==> src/rtl/model_encoder_ctrl.sv <==
// Sequencer for the big-encoder datapath: unpacks a word-wide weight stream
// into the serial copy/k interface, gates inference until a full weight image
// is loaded, and tracks in-flight samples with a valid shift pipeline.
module model_encoder_ctrl #(
    parameter int WEIGHTS_B = 61616,
    parameter int SW        = 8,
    parameter int PIPE_LAT  = 3
) (
    input  logic                              clk,
    input  logic                              rst,
    input  logic                              load_start,
    input  logic                              w_valid,
    input  logic [SW-1:0]                     w_data,
    output logic                              w_ready,
    output logic                              copy,
    output logic                              k,
    output logic                              weights_ok,
    output logic                              load_busy,
    output logic                              load_done,
    input  logic                              in_valid,
    output logic                              in_ready,
    output logic                              out_valid,
    output logic [$clog2(PIPE_LAT+1)-1:0]     inflight
);

    localparam int CNT_W = $clog2(WEIGHTS_B + 1);
    localparam int INF_W = $clog2(PIPE_LAT + 1);
    localparam int BIT_W = (SW > 1) ? $clog2(SW) : 1;

    typedef enum logic [2:0] {IDLE, DRAIN, WAIT_W, SHIFT, DONE} state_t;

    state_t              state;
    state_t              state_nx;
    logic [SW-1:0]       word;
    logic [CNT_W-1:0]    bits_left;
    logic [BIT_W-1:0]    bit_idx;
    logic [PIPE_LAT-1:0] vs;
    logic                last_bit;
    logic                word_end;
    logic                start_bits;

    assign last_bit   = (bits_left == CNT_W'(1));
    assign word_end   = (bit_idx == BIT_W'(SW - 1));
    assign start_bits = (state_nx == WAIT_W) && ((state == IDLE) || (state == DRAIN));

    // Count of valid samples currently travelling through the encoder pipeline.
    always_comb begin
        inflight = '0;
        for (int unsigned i = 0; i < PIPE_LAT; i++) begin
            inflight = inflight + INF_W'(vs[i]);
        end
    end

    // State register.
    always_ff @(posedge clk) begin
        if (rst) begin
            state <= IDLE;
        end else begin
            state <= state_nx;
        end
    end

    // Next-state decode and state-derived handshake/shift outputs.
    always_comb begin
        state_nx  = state;
        w_ready   = 1'b0;
        copy      = 1'b0;
        k         = 1'b0;
        load_busy = 1'b1;
        load_done = 1'b0;
        in_ready  = 1'b0;
        out_valid = vs[PIPE_LAT-1];
        case (state)
            IDLE: begin
                load_busy = 1'b0;
                in_ready  = weights_ok & ~load_start;
                if (load_start) begin
                    state_nx = (inflight == '0) ? WAIT_W : DRAIN;
                end
            end
            DRAIN: begin
                if (inflight == '0) begin
                    state_nx = WAIT_W;
                end
            end
            WAIT_W: begin
                w_ready = 1'b1;
                if (w_valid) begin
                    state_nx = SHIFT;
                end
            end
            SHIFT: begin
                copy = 1'b1;
                k    = word[0];
                // The bit budget ends the load even part-way through a word.
                if (last_bit) begin
                    state_nx = DONE;
                end else if (word_end) begin
                    state_nx = WAIT_W;
                end
            end
            DONE: begin
                load_done = 1'b1;
                state_nx  = IDLE;
            end
            default: begin
                state_nx = IDLE;
            end
        endcase
    end

    // Weight word unpacking, bit budget and image-complete flag.
    always_ff @(posedge clk) begin
        if (rst) begin
            word       <= '0;
            bits_left  <= '0;
            bit_idx    <= '0;
            weights_ok <= 1'b0;
        end else begin
            if ((state == IDLE) && load_start) begin
                weights_ok <= 1'b0;
            end else if ((state == SHIFT) && last_bit) begin
                weights_ok <= 1'b1;
            end
            if (start_bits) begin
                bits_left <= CNT_W'(WEIGHTS_B);
            end
            if (w_ready && w_valid) begin
                word    <= w_data;
                bit_idx <= '0;
            end else if (state == SHIFT) begin
                word      <= word >> 1;
                bits_left <= bits_left - CNT_W'(1);
                bit_idx   <= bit_idx + BIT_W'(1);
            end
        end
    end

    // Valid pipeline mirroring the encoder's register stages.
    always_ff @(posedge clk) begin
        if (rst) begin
            vs <= '0;
        end else begin
            vs[0] <= in_valid & in_ready;
            for (int unsigned i = 1; i < PIPE_LAT; i++) begin
                vs[i] <= vs[i-1];
            end
        end
    end

    // Weights must never move while a sample is inside the encoder.
    a_no_copy_inflight: assert property (@(posedge clk) disable iff (rst)
        !(copy && (inflight != '0)));

endmodule

==> config.mk <==
export PLATFORM = sky130hd
export DESIGN_NAME = model_encoder_ctrl
export DESIGN_NICKNAME = d
export VERILOG_FILES = /design/src/rtl/model_encoder_ctrl.sv
export SDC_FILE = /design/constraint.sdc
export NUM_CORES = 1
export LEC_CHECK = 0
export BUFFER_PORTS_ARGS = -buffer_cell sky130_fd_sc_hd__buf_2
export CORE_MARGIN = 3
export CORE_UTILIZATION = 25
export CTS_CLUSTER_DIAMETER = 120
export DETAILED_ROUTE_END_ITERATION = 10
export HOLD_SLACK_MARGIN = 0.1
export PLACE_DENSITY = 0.45
export SYNTH_ARGS = -nofsm -noshare
export SYNTH_HDL_FRONTEND = slang
export SYNTH_SLANG_ARGS = --single-unit
==> constraint.sdc <==
create_clock -name clk -period 4.9 [get_ports clk]
set_clock_uncertainty 0.1 [all_clocks]
set_input_delay 0.49 -clock clk [delete_from_list [all_inputs] [get_ports clk]]
set_output_delay 0.49 -clock clk [all_outputs]
set_load 0.05 [all_outputs]
==> metrics.md <==
| Metric | Value |
|---|---|
| GRT Overall Usage | 11.3% |
| Final period util | 59.2% |
| Nets | 234 |
| CTS sink count | 34 |
| Arrival time worst endpoint | 2.31 ns |
| Hold EP | word[7]$_SDFFE_PP0P_ |
| Synth top area share | 39.7% |
| Crit Path Max Fanout | 26 |
| Post-synth EDFFs | 0 |
| Post-synth top area cell | dfxtp_1 |
| MaxCap Viol Count | 0 |
| Hold Startpoint | w_data[7] |
| Drt via density | 4.97 |
| Yosys reg bits | 34 |
| Reg-to-reg endpoint | word[4]$_SDFFE_PP0P_ |
| Net Sw Frac | 25.3% |
| Final Max Tran Viols | 0 |
| Most frequent cell after synthesis | dfxtp_1 |
| Total congestion overflow | 0 |
| Combinational power share | 12.4% |
| Cell variety after synth | 49 |
| Pin count of the biggest net entering global routing | 32 |
| R2R depth | 5 |
| Setup Buffers After CTS | 0 |
| Fmax | 0.345 GHz |
| GR met1 Demand/Resource | 15.3% |
| Int Power | 525 uW |
| Post-detailed-route count of antenna-violating nets | 0 |
| Worst-path clk slew | 0.08 ns |
| Synth Area per Inst | 8.63 um2 |
| H-Tree Depth | 2 |
| NetSw | 178 uW |
| Synthesized instance count | 199 |
| CTS tree | done |
| Slowest stage cell, crit path | clkinv_1 |
| Commonest cells post-synth | 34 x dfxtp_1, 18 x nor2_1, 17 x a21oi_1 |
| Final setup vio count | 0 |
| Slew margin rel. | 46.0% |
| Wire length of the first global-routing pass | 6.94 mm |
| Post-synth top flop | dfxtp_1 |
| DRT Pass-1 Iters | 4 |
| Routability cong. | 0.722 |
| Wire per inst | 13.4 um |
| Worst-margin pin slew | 0.804 ns |
| Register area share after synthesis | 39.7% |
| Die Area | 7900 um2 |
| Status | completed |
| Fillers | 693 |
| Clk pwr share | 44.4% |
| Clk buf depth | 2 |
| I/O pin count | 23 |
| Drt first-iter violations | 41 |
| CORE AREA | 6490 um2 |
| Netlist Area Pre-Place | 1720 um2 |
| Largest cells by area after synthesis | dfxtp_1 40%, a21oi_1 5.0%, nor3_1 4.1%, nor2_1 3.9%, nand2_1 3.3% |
| Met3 Usage GRT | 2.79% |
| Post-Place Cells | 286 |
| CP max stage delay | 0.63 ns |
| RSZ-0062 raised after global routing | false |
| Hold-fix buffers, CTS | 0 |
| Async S/R FF share, synth | 0% |
| Share of power burned in registers | 43.2% |
| Num CTS Buffers | 5 |
| PortBufs | 22 |
| HP Class | in2reg |
| Hold Violations, Final | 0 |
| Worst reg2reg startpoint | state[2]$_SDFF_PP0_ |
| Kind of critical path | reg2out |
| ANT cells | 0 |
| Initial core utilization | 26.4% |
| Dpl hpwl | 2.72 mm |
| GRT busiest layer | met2 |
| Peak supply drop | 0.167 mV |
| Mapped Nets | 217 |
| Final cell count without fillers | 294 |
| Die H | 88.9 um |
| Required time of the critical path | 4.31 ns |
| Setup TNS | 0 ns |
| Synth-to-Final Area Change | 16.3% |
| Crit-path cells | nand3b_4 > clkinv_1 > and2_1 > buf_2 |
| Clock Latency Late Sink | 0.29 ns |
| Share of cells above drive strength 1 | 18.4% |
| Final min period | 2.90 ns |
| Vias | 1460 |
| Post-CTS sizing | 0 |
| Synth warn | 0 |
| Vias in the first global route | 1415 |
| FP Rows | 29 |
| Die X | 88.9 um |
| Worst Setup Start Kind | flop |
| Initial antenna violation count | 0 |
| Grt met2 use | 17.3% |
| R2R setup slack | 2.58 ns |
| Final wirelength | 3.94 mm |
| Drt drc | 0 |
| LEAKAGE | 0.000775 uW |
| CP endpoint kind | primary output |
| Power Dens Cells | 352 nW/um2 |
| Hold path cells | 3 |
| Root Driver | clkbuf_8 |
metal layers:
metal,part of all wire (%),vias up
met5,0,-
met4,1.1,0
li1,-,757
met3,3.0,5
met2,47,15
met1,49,683
how the worst max path moves through the flow:
| stage | from | end | slack [ns] | cells past startpoint |
|---|---|---|---|---|
| 3_3_place_gp | state[2]$_SDFF_PP0_ | k | 2.31 | 4 |
| 5_1_grt | state[2]$_SDFF_PP0_ | k | 1.71 | 4 |
| 3_5_place_dp | state[2]$_SDFF_PP0_ | k | 2.26 | 4 |
| 6_report | state[2]$_SDFF_PP0_ | k | 2.00 | 4 |
| 4_1_cts | state[2]$_SDFF_PP0_ | k | 1.95 | 4 |
| 2_1_floorplan | state[1]$_SDFF_PP0_ | in_ready | 2.11 | 3 |
sequential cells by signal, summed over array words and instances (netlist names):
name and count:
vs 3, weights_ok 1, bit_idx 3, state 3
word 8, bits_left 16
cell usage in the layout, fill, tap and decap left out, types with 4 or more instances in the layout:
cell type	instances
buf_2	22
dfxtp_1	34
nand3_1	4
ha_1	4
nand4_1	5
a21oi_1	17
xor2_1	4
o21ai_0	7
nor3_1	14
clkbuf_8	5
nor2_1	18
a22oi_1	7
inv_1	10
nand2_1	15
area by class of cell:
cell class | instances | area, um2 | area share (%)
Sequential cell | 34 | 681 | 34.1
Timing Repair Buffer | 22 | 110 | 5.51
Inverter | 11 | 41.3 | 2.07
Clock buffer | 5 | 68.8 | 3.45
Tap cell | 77 | 96.3 | 4.82
Multi-Input combinational cell | 142 | 931 | 46.6
Clock inverter | 3 | 68.8 | 3.45
worst max-delay path: cells and delay by family (launching register included):
kind | cells | cell delay (ns)
flops | 1 | 0.48
buf+inv | 2 | 0.84
simple gates | 2 | 0.70
power groups by stage:
stage / sequential, uW / clock, uW / combinational, uW
CTS: 304 / 321 / 88.9
floorplan: 305 / 0 / 73.1
global route: 306 / 335 / 98.8
detailed placement: 310 / 0 / 88.8
global placement: 310 / 0 / 89.8
finish: 304 / 312 / 87.5
stage by stage:
stage / total power (uW) / instance area (um2) / hold slack (ns) / worst slack [ns] / util (%)
3_3_place_gp: 400 / 1860 / 0.343 / 2.31 / 28.6
6_report: 703 / 2000 / 0.345 / 2.00 / 30.7
3_5_place_dp: 399 / 1860 / 0.345 / 2.26 / 28.6
4_1_cts: 713 / 2000 / 0.339 / 1.95 / 30.7
5_1_grt: 739 / 2000 / 0.329 / 1.71 / 30.7
2_1_floorplan: 378 / 1720 / 0.332 / 2.11 / -
logic make-up after synthesis:
| kind of cell | Yosys count | synth area share [%] |
|---|---|---|
| AOI/OAI and AO/OA | 49 | 18.7 |
| xor gates and xnor gates | 5 | 2.55 |
| adders and majority gates | 5 | 4.08 |
| buffers and inverters | 23 | 6.12 |
| DFF | 34 | 39.6 |
| muxes | 3 | 1.75 |
| and+or+nand+nor | 80 | 27.2 |
Power figures use the tool's default switching activity.
